`src/rtl/vram_sched_pkg.sv`:
```
// ============================================================================
//  Module   : vram_sched_pkg
//  Brief    : Shared types and constants for the VRAM write scheduler.
//  Revision : 1.0 - initial release
// ============================================================================
`default_nettype none

package vram_sched_pkg;

    // Scheduler states; explicit 2-bit encoding.
    typedef enum logic [1:0] {
        IDLE  = 2'd0,
        WAIT  = 2'd1,
        FORCE = 2'd2
    } sched_state_t;

    // VRAM window base in the CPU map; scheduler addresses are offsets from it.
    localparam logic [15:0] VRAM_BASE = 16'h3700;

    // Native offset width of the VRAM window.
    localparam int VRAM_ADDR_W = 12;

    // One queued CPU write.
    typedef struct packed {
        logic [VRAM_ADDR_W-1:0] addr;
        logic [7:0]             data;
    } vram_entry_t;

    // CPU-visible absolute address of a VRAM offset (for debug views).
    function automatic logic [15:0] vram_abs_addr(input logic [VRAM_ADDR_W-1:0] offset);
        return VRAM_BASE + 16'(offset);
    endfunction

endpackage

`default_nettype wire

```
`src/rtl/vram_write_scheduler_m_fifo.sv`:
```
// ============================================================================
//  Module   : sync_fifo_m
//  Brief    : Single-clock register-array FIFO with occupancy, full and empty.
//             DEPTH must be a power of two so the pointers wrap naturally.
//  Revision : 1.0 - initial release
// ============================================================================
`default_nettype none

module sync_fifo_m #(
    parameter int DEPTH = 8,
    parameter int WIDTH = 20
) (
    input  logic                     clk,
    input  logic                     rst,
    input  logic                     i_push,
    input  logic [WIDTH-1:0]         i_wdata,
    input  logic                     i_pop,
    output logic [WIDTH-1:0]         o_rdata,
    output logic [$clog2(DEPTH):0]   o_level,
    output logic                     o_full,
    output logic                     o_empty
);

    localparam int                 c_PTR_W      = $clog2(DEPTH);
    localparam logic [c_PTR_W:0]   c_FULL_LEVEL = DEPTH[c_PTR_W:0];

    logic [WIDTH-1:0]   r_mem [DEPTH];
    logic [c_PTR_W-1:0] r_wr_ptr;
    logic [c_PTR_W-1:0] r_rd_ptr;
    logic [c_PTR_W:0]   r_level;
    logic               w_do_push;
    logic               w_do_pop;

    // A push into a full FIFO or a pop from an empty one is ignored here,
    // so callers cannot corrupt the pointers even if they misbehave.
    assign w_do_push = i_push && !o_full;
    assign w_do_pop  = i_pop  && !o_empty;

    assign o_full  = (r_level == c_FULL_LEVEL);
    assign o_empty = (r_level == '0);
    assign o_level = r_level;
    assign o_rdata = r_mem[r_rd_ptr];

    // Pointer and occupancy tracking; pointers wrap modulo DEPTH.
    always_ff @(posedge clk or posedge rst) begin
        if (rst) begin
            r_wr_ptr <= '0;
            r_rd_ptr <= '0;
            r_level  <= '0;
        end else begin
            if (w_do_push) begin
                r_wr_ptr <= r_wr_ptr + 1'b1;
            end
            if (w_do_pop) begin
                r_rd_ptr <= r_rd_ptr + 1'b1;
            end
            case ({w_do_push, w_do_pop})
                2'b10:   r_level <= r_level + 1'b1;
                2'b01:   r_level <= r_level - 1'b1;
                default: r_level <= r_level;
            endcase
        end
    end

    // Storage array; contents are don't-care until written, so no reset.
    always_ff @(posedge clk) begin
        if (w_do_push) begin
            r_mem[r_wr_ptr] <= i_wdata;
        end
    end

endmodule

`default_nettype wire

```
`src/rtl/vram_write_scheduler_m.sv`:
```
// ============================================================================
//  Module   : vram_write_scheduler_m
//  Brief    : Queues CPU writes to VRAM and issues them on the shared VRAM
//             write port in GPU-free slots or vblank; a starvation guard
//             stalls one GPU fetch to force a slot for a long-waiting head.
//  Revision : 1.0 - initial release
// ============================================================================
`default_nettype none

module vram_write_scheduler_m
    import vram_sched_pkg::*;
#(
    parameter int DEPTH        = 8,
    parameter int ADDR_W       = VRAM_ADDR_W,
    parameter int STARVE_LIMIT = 15
) (
    input  logic                       clk_12_5875,
    input  logic                       rst,
    input  logic                       wr_valid,
    output logic                       wr_ready,
    input  logic [ADDR_W-1:0]          wr_address,
    input  logic [7:0]                 wr_data,
    input  logic                       gpu_fetch_busy,
    input  logic                       in_vblank,
    output logic                       gpu_stall,
    output logic                       vram_we,
    output logic [ADDR_W-1:0]          vram_address,
    output logic [7:0]                 vram_data,
    output logic [$clog2(DEPTH):0]     level,
    output logic                       overflow,
    input  logic                       clr_overflow
);

    localparam int                  c_LVL_W       = $clog2(DEPTH) + 1;
    localparam int                  c_FIFO_W      = ADDR_W + 8;
    localparam logic [c_LVL_W-1:0]  c_LVL_ONE     = {{(c_LVL_W-1){1'b0}}, 1'b1};
    localparam logic [7:0]          c_STARVE_LAST = 8'(STARVE_LIMIT - 1);

    sched_state_t          r_state;
    sched_state_t          w_state_next;
    logic [7:0]            r_starve_cnt;
    logic [7:0]            w_starve_next;
    logic                  w_pop;
    logic                  w_push;
    logic                  w_drop;
    logic                  w_free;
    logic                  w_full;
    logic                  w_empty;
    logic [c_LVL_W-1:0]    w_level;
    logic [c_FIFO_W-1:0]   w_fifo_wdata;
    logic [c_FIFO_W-1:0]   w_fifo_rdata;
    vram_entry_t           w_head;
    logic                  r_vram_we;
    logic [ADDR_W-1:0]     r_vram_address;
    logic [7:0]            r_vram_data;
    logic                  r_overflow;

    // Acceptance looks only at registered full, so a push that coincides
    // with a pop at full is still refused (and counted as a drop).
    assign w_push       = wr_valid && !w_full;
    assign w_drop       = wr_valid &&  w_full;
    assign w_free       = in_vblank || !gpu_fetch_busy;
    assign w_fifo_wdata = {wr_address, wr_data};

    // Head entry viewed through the shared entry type.
    assign w_head.addr = VRAM_ADDR_W'(w_fifo_rdata[c_FIFO_W-1:8]);
    assign w_head.data = w_fifo_rdata[7:0];

    sync_fifo_m #(
        .DEPTH (DEPTH),
        .WIDTH (c_FIFO_W)
    ) u_fifo (
        .clk     (clk_12_5875),
        .rst     (rst),
        .i_push  (w_push),
        .i_wdata (w_fifo_wdata),
        .i_pop   (w_pop),
        .o_rdata (w_fifo_rdata),
        .o_level (w_level),
        .o_full  (w_full),
        .o_empty (w_empty)
    );

    // State and starvation counter registers.
    always_ff @(posedge clk_12_5875 or posedge rst) begin
        if (rst) begin
            r_state      <= IDLE;
            r_starve_cnt <= '0;
        end else begin
            r_state      <= w_state_next;
            r_starve_cnt <= w_starve_next;
        end
    end

    // Next-state, pop decision and starvation counting. The forced pop is
    // taken on the edge into FORCE so the registered write is on the port
    // during the very cycle the GPU fetch is stalled.
    always_comb begin
        w_state_next  = r_state;
        w_starve_next = r_starve_cnt;
        w_pop         = 1'b0;
        case (r_state)
            IDLE: begin
                w_starve_next = '0;
                if (w_push) begin
                    w_state_next = WAIT;
                end
            end
            WAIT: begin
                if (w_free) begin
                    w_pop         = 1'b1;
                    w_starve_next = '0;
                    if ((w_level == c_LVL_ONE) && !w_push) begin
                        w_state_next = IDLE;
                    end
                end else if (r_starve_cnt == c_STARVE_LAST) begin
                    w_pop         = 1'b1;
                    w_starve_next = '0;
                    w_state_next  = FORCE;
                end else begin
                    w_starve_next = r_starve_cnt + 8'd1;
                end
            end
            FORCE: begin
                w_starve_next = '0;
                w_state_next  = (!w_empty || w_push) ? WAIT : IDLE;
            end
            default: begin
                w_starve_next = '0;
                w_state_next  = IDLE;
            end
        endcase
    end

    // Registered VRAM write port; one strobe per popped entry.
    always_ff @(posedge clk_12_5875 or posedge rst) begin
        if (rst) begin
            r_vram_we      <= 1'b0;
            r_vram_address <= '0;
            r_vram_data    <= '0;
        end else begin
            r_vram_we <= w_pop;
            if (w_pop) begin
                r_vram_address <= ADDR_W'(w_head.addr);
                r_vram_data    <= w_head.data;
            end
        end
    end

    // Sticky drop flag; a new drop outranks a simultaneous clear.
    always_ff @(posedge clk_12_5875 or posedge rst) begin
        if (rst) begin
            r_overflow <= 1'b0;
        end else if (w_drop) begin
            r_overflow <= 1'b1;
        end else if (clr_overflow) begin
            r_overflow <= 1'b0;
        end
    end

    assign wr_ready     = !w_full;
    assign gpu_stall    = (r_state == FORCE);
    assign vram_we      = r_vram_we;
    assign vram_address = r_vram_address;
    assign vram_data    = r_vram_data;
    assign level        = w_level;
    assign overflow     = r_overflow;

endmodule

`default_nettype wire

```
`config.mk`:
```
export PLATFORM = sky130hd
export DESIGN_NAME = vram_write_scheduler_m
export DESIGN_NICKNAME = d
export VERILOG_FILES = /design/src/rtl/vram_sched_pkg.sv /design/src/rtl/vram_write_scheduler_m_fifo.sv /design/src/rtl/vram_write_scheduler_m.sv
export SDC_FILE = /design/constraint.sdc
export NUM_CORES = 1
export LEC_CHECK = 0
export CAP_MARGIN = 15
export CORE_UTILIZATION = 40
export CTS_CLUSTER_SIZE = 12
export DETAILED_ROUTE_END_ITERATION = 10
export PLACE_DENSITY_LB_ADDON = 0.12
export SLEW_MARGIN = 20
export SYNTH_ARGS = -nofsm -noshare
export SYNTH_HDL_FRONTEND = slang
export SYNTH_SLANG_ARGS = --single-unit
```
`constraint.sdc`:
```
create_clock -name clk_12_5875 -period 6.1 [get_ports clk_12_5875]
set_clock_uncertainty 0.05 [all_clocks]
set_input_delay 1.22 -clock clk_12_5875 [delete_from_list [all_inputs] [get_ports clk_12_5875]]
set_output_delay 1.22 -clock clk_12_5875 [all_outputs]
set_load 0.005 [all_outputs]
```
# Word-level counts from Yosys, hierarchy flattened
# Memories as Yosys holds them, arrays and structs flattened. A register that Yosys moved wholly into a read port is not among the register bits.
# Cells that the tools add are included.
# W data, S select, Z words.
# classes
addsub	5
eq_ne	10
muxes	17
n_reduce_logical	16
# ops
op	n
$mux W8	3
$add A8 B1 Y8 const B	1
$eq A8 B4 Y1 const B	1
$mux W1	8
$mux W2	4
$pmux W4 S2	1
$add A3 B1 Y3 const B	2
$ne A3 B3 Y1 const B	2
$pmux W2 S3	1
$logic_and A1 B1 Y1	5
$add A4 B1 Y4 const B	1
$eq A2 B1 Y1 const B	2
$eq A2 B2 Y1 const B	2
$eq A4 B1 Y1 const B	1
$eq A4 B4 Y1 const B	1
$logic_not A1 Y1	4
$logic_not A4 Y1	1
$reduce_bool A2 Y1	2
$sub A4 B1 Y4 const B	1
$reduce_and A3 Y1	1
$logic_not A2 Y1	1
$logic_or A1 B1 Y1	2
$ne A2 B1 Y1 const B	1
# totals
register_bits	22
ramBits	160
inputBits	26
word_cells	56
memories	1
# mem_list
memory	words	word_bits	read_ports	rd_ports_with_merged_regs	write_ports	line_no	source
u_fifo.r_mem	8	20	1	1	1	vram_write_scheduler_m_fifo.sv:27	logic [WIDTH-1:0] r_mem [DEPTH];

# Longest topological paths before layout
# depth
depth_word	8
depth_mapped	9
ltp_nobuf	9

# Cells and area by module
# From an unflattened synthesis, not the netlist that was laid out.
# hier_totals
hier_cells	402
hier_area_um2	8215.4
# modules_own_cells
mod	n_inst	cells_per_inst	area_per_inst_um2	seq_area_each_um2
sync_fifo_m	1	300	6791.5	5054.8
vram_write_scheduler_m	1	102	1423.9	800.8

# Worst setup path after synthesis
# Ideal clock, no wire load.
# synth_path
path_type	input-to-reg
start	input port wr_valid
end	memory u_fifo.r_mem[0][0], enable pin
setup_time_ps	422
arrival_time_ps	3034
required_ps	5628
setup_slack_ps	2594
cell_stages	3
n_path_buf	0
cell_sequence	nand2_1 -> or2_2 -> nor3_1
# synth_via
elab_chain_len	4
# synth_rtl
element	line_no	source
start: declaration	vram_write_scheduler_m.sv:19	input logic wr_valid,
$logic_and A1 B1 Y1	vram_write_scheduler_m.sv:60	assign w_push = wr_valid && !w_full;
$logic_and A1 B1 Y1	vram_write_scheduler_m_fifo.sv:36	assign w_do_push = i_push && !o_full;
$mux W1	vram_write_scheduler_m_fifo.sv:67	if (w_do_push) begin
$mux W1 (not written as such)	vram_write_scheduler_m_fifo.sv:68	r_mem[r_wr_ptr] <= i_wdata;
end: declaration	vram_write_scheduler_m_fifo.sv:27	
# Every way passes these cells.

# Final worst setup path
# layout_path
start	register u_fifo.r_level[0] (netlist: u_fifo.o_level[0])
end	output port wr_ready
# layout_via
elab_chain_len	2
# layout_rtl
element	line_no	source
start: declaration	vram_write_scheduler_m_fifo.sv:30	logic [c_PTR_W:0] r_level;
start signal: assignment	vram_write_scheduler_m_fifo.sv:58	2'b10: r_level <= r_level + 1'b1;
start signal: assignment	vram_write_scheduler_m_fifo.sv:59	2'b01: r_level <= r_level - 1'b1;
start signal: assignment	vram_write_scheduler_m_fifo.sv:60	default: r_level <= r_level;
$eq A4 B4 Y1	vram_write_scheduler_m_fifo.sv:39	assign o_full = (r_level == c_FULL_LEVEL);
$logic_not A1 Y1	vram_write_scheduler_m.sv:161	assign wr_ready = !w_full;
end: declaration	vram_write_scheduler_m.sv:20	output logic wr_ready,
# Every way passes these cells.

==> flow_summary_export.csv <==
group,metric,value,unit
outcome,status,"finished, final reports clean",
clock_tree,clk_latency,0.51,ns
layout,multiInputGateArea,1930,µm²
critical_path,ff2ff_setup_slack,3.55,ns
layout,seq_area,5860,µm²
clock_tree,cts_buffer_depth,3,
synthesis,seq_area_frac_synth,74.2,%
placement,gp_congestion,0.708,
critical_path,cp-startpoint,"u_fifo.o_level[0]",
drt,firstDrtPassIters,4,
drt,drtIter0Drc,209,
synthesis,synthFlopType,"edfxtp_1",
hold_path,min_delay_path_depth,1,
floorplan,initial_core_util,40.7,%
drt,drt-met1-wl,6.78,mm
critical_path,cp_max_fo,6,
drt,route.detailed.drc,0,
critical_path,crit_path_cell_trace,"inv_1, ha_1, nand3b_1, clkdlybuf4s50_1",
clock_tree,hold_buffers,0,
pwr,max-vdd-ir-drop,0.245,mV
hold_path,worstHoldPathType,"flip-flop to flip-flop",
drt,wirelength,15.1,mm
floorplan,die_area,20300,µm²
floorplan,ios,54,
layout,final_area,9440,µm²
drt,met2_length,7.42,mm
layout,diodes,0,
layout,nNetsFinal,517,
job,max_cap_viol_count,0,
clock_tree,post-cts-setup-buffers,0,
floorplan,die_w,142,µm
critical_path,crit_slowest_cell,"clkdlybuf4s50_1",
placement,hpwl,8.51,mm
clock_tree,cts_made_buffers,22,
global_routing,grt_pass1_vias,4166,
critical_path,critPathArrivalTime,2.04,ns
hold_path,hp-start,"r_starve_cnt[0]",
critical_path,ff2ff_path_depth,6,
drt,vias,3881,
sta,fin_setup_tns,0,ns
synthesis,synthTopCellsByCount,"160 x edfxtp_1, 42 x a21oi_1, 42 x dfrtp_1, 40 x mux4_2, 21 x mux2i_1",
synthesis,syn_area,7890,µm²
synthesis,synth.most_common_cell,"edfxtp_1",
synthesis,ys_top_cells_by_area,"edfxtp_1 61%, dfrtp_1 13%, mux4_2 11%, a21oi_1 2.7%, mux2i_1 2.7%",
drt,wl_met3,568,µm
placement,placed_cell_area,8750,µm²
synthesis,ys_ff_latch,202,
critical_path,worst-path-buf-inv,2,
critical_path,crit_required,4.83,ns
sta,drv_slew,0,
clock_tree,cts-root-buf,"clkbuf_16",
clock_tree,cts_resized,0,
synthesis,ys_warn_count,0,
global_routing,grt_pass1_wl,23.5,mm
floorplan,rows,51,
synthesis,synth_top_cell_by_area,"edfxtp_1",
global_routing,track_usage,15.7,%
clock_tree,clkTransAtPathRegs,0.06,ns
floorplan,coreArea,19400,µm²
pwr,p_total,4440,µW
synthesis,syn-instance-count,415,
clock_tree,cts_tree,"yes",
global_routing,grt_max_degree,43,
critical_path,r2r-end,"u_fifo.r_mem[6][9]",
critical_path,cp_num_cells,4,
critical_path,worstReg2RegStart,"u_fifo.o_level[0]",
critical_path,crit_family,"buffers and inverters",
drt,routed.top_layer,"met4",
layout,n_fill_cell,1671,
sta,worstMarginPinSlew,0.943,ns
synthesis,synthesis.nets,449,
drt,detail-route-antenna-nets,0,
pwr,p_per_area,470,nW/µm²
drt,viasPerCell,5.08,
placement,portBuffers,53,
synthesis,synthArstFlopShare,20.8,%
floorplan,die_h,142,µm
layout,syn2layout_area_growth,19.7,%
hold_path,hold_end,"r_starve_cnt[0]",
sta,hold_viol,0,
global_routing,antenna_found_initial,0,
synthesis,synth.distinct_cells,35,
sta,holdWs,0.471,ns
pwr,power.leakage,0.00322,µW
critical_path,start_kind,"flip-flop",
sta,max_freq,0.302,GHz
synthesis,yosysTopAreaCellShare,60.9,%
synthesis,syn_area_per_cell,19.0,µm²
sta,rsz0062_at_grt,"no",
critical_path,cpPeakStageDelay,0.55,ns
synthesis,synth_edf_count,160,
clock_tree,cts_max_level,1,
sta,slew-limit-headroom,37.0,%
sta,min_period,3.31,ns
layout,drive_gt1_share,19.4,%
global_routing,gr-total-overflow,0,
sta,post-route-period-util,54.3,%
clock_tree,clock-sinks,202,
critical_path,crit_type,"flip-flop to primary output",
drt,routedWlPerCell,19.8,µm
sta,setup_violations,0,
critical_path,end_kind,"primary output",
## cell families after synthesis
family	count (synthesis)	synth area share (%)
AO/OA/AOI/OAI	45	3.16
XOR/XNOR	13	1.44
adder cells (fa/ha/maj)	8	1.27
buffers and inverters	26	1.81
flip-flops	202	74.2
multiplexers	63	14.4
AND/OR/NAND/NOR	58	3.71
## stage by stage
stage          setup slack [ns]  util [%]  cells
3_3_place_gp               2.38      45.1    724
5_1_grt                    2.67      48.7    764
3_5_place_dp               2.64      45.1    724
2_1_floorplan              2.59         -    415
6_report                   2.79      48.7    764
4_1_cts                    2.76      48.7    764
## final cells by class
type	instances	area share, %
inverters	6	0.238
flip-flops and latches	202	62.0
multi-input cells	187	20.4
repair buffers	64	6.49
clock inverters	6	0.676
well taps	265	3.51
clock buffers	34	6.62
## registers in the layout, indices dropped and copies added, names as in the netlist
| register | flops |
|---|---|
| r_starve_cnt | 8 |
| r_state | 2 |
| u_fifo.r_rd_ptr | 3 |
| u_fifo.r_mem | 160 |
| overflow | 1 |
| vram_we | 1 |
| vram_data | 8 |
| u_fifo.r_wr_ptr | 3 |
| vram_address | 12 |
| u_fifo.o_level | 4 |
## how the worst max path moves through the flow
stage	to	slack, ns
final	wr_ready	2.79
after global routing	wr_ready	2.67
after CTS	wr_ready	2.76
after detailed placement	u_fifo.o_level[3]	2.64
after global placement	u_fifo.r_mem[6][17]	2.38
after floorplan	u_fifo.r_mem[0][0]	2.59
## where the power goes
part	switching, µW	internal [µW]
sequential	113	1770
combinational	650	646
clock	511	748
## routing by layer
metal / vias to the layer above / GRT usage, %
met1: 2011 / 20.8
li1: 1772 / -
met2: 76 / 26.7
met4: 0 / 4.24
met5: - / 0
met3: 22 / 2.73
## cell usage in the layout (no fill, tap or decap), types with 2 or more instances in the layout
master           instances
buf_4                   11
nor2_1                  14
nor2_2                   4
xor2_1                   5
ha_1                     8
nand2_1                  8
xnor2_1                  8
nand3_1                  9
nand2b_1                 2
nand4b_1                 2
clkdlybuf4s50_1         53
nor3_2                   2
clkinv_1                 2
clkinv_2                 2
nand3b_1                 3
mux2i_1                 21
clkbuf_16               22
inv_1                    5
nor2_4                   2
nor2b_1                  2
mux4_2                  40
edfxtp_1               160
clkbuf_1                 9
a21oi_1                 42
clkbuf_8                 3
dfrtp_1                 41
Power figures use the tool's default switching activity.
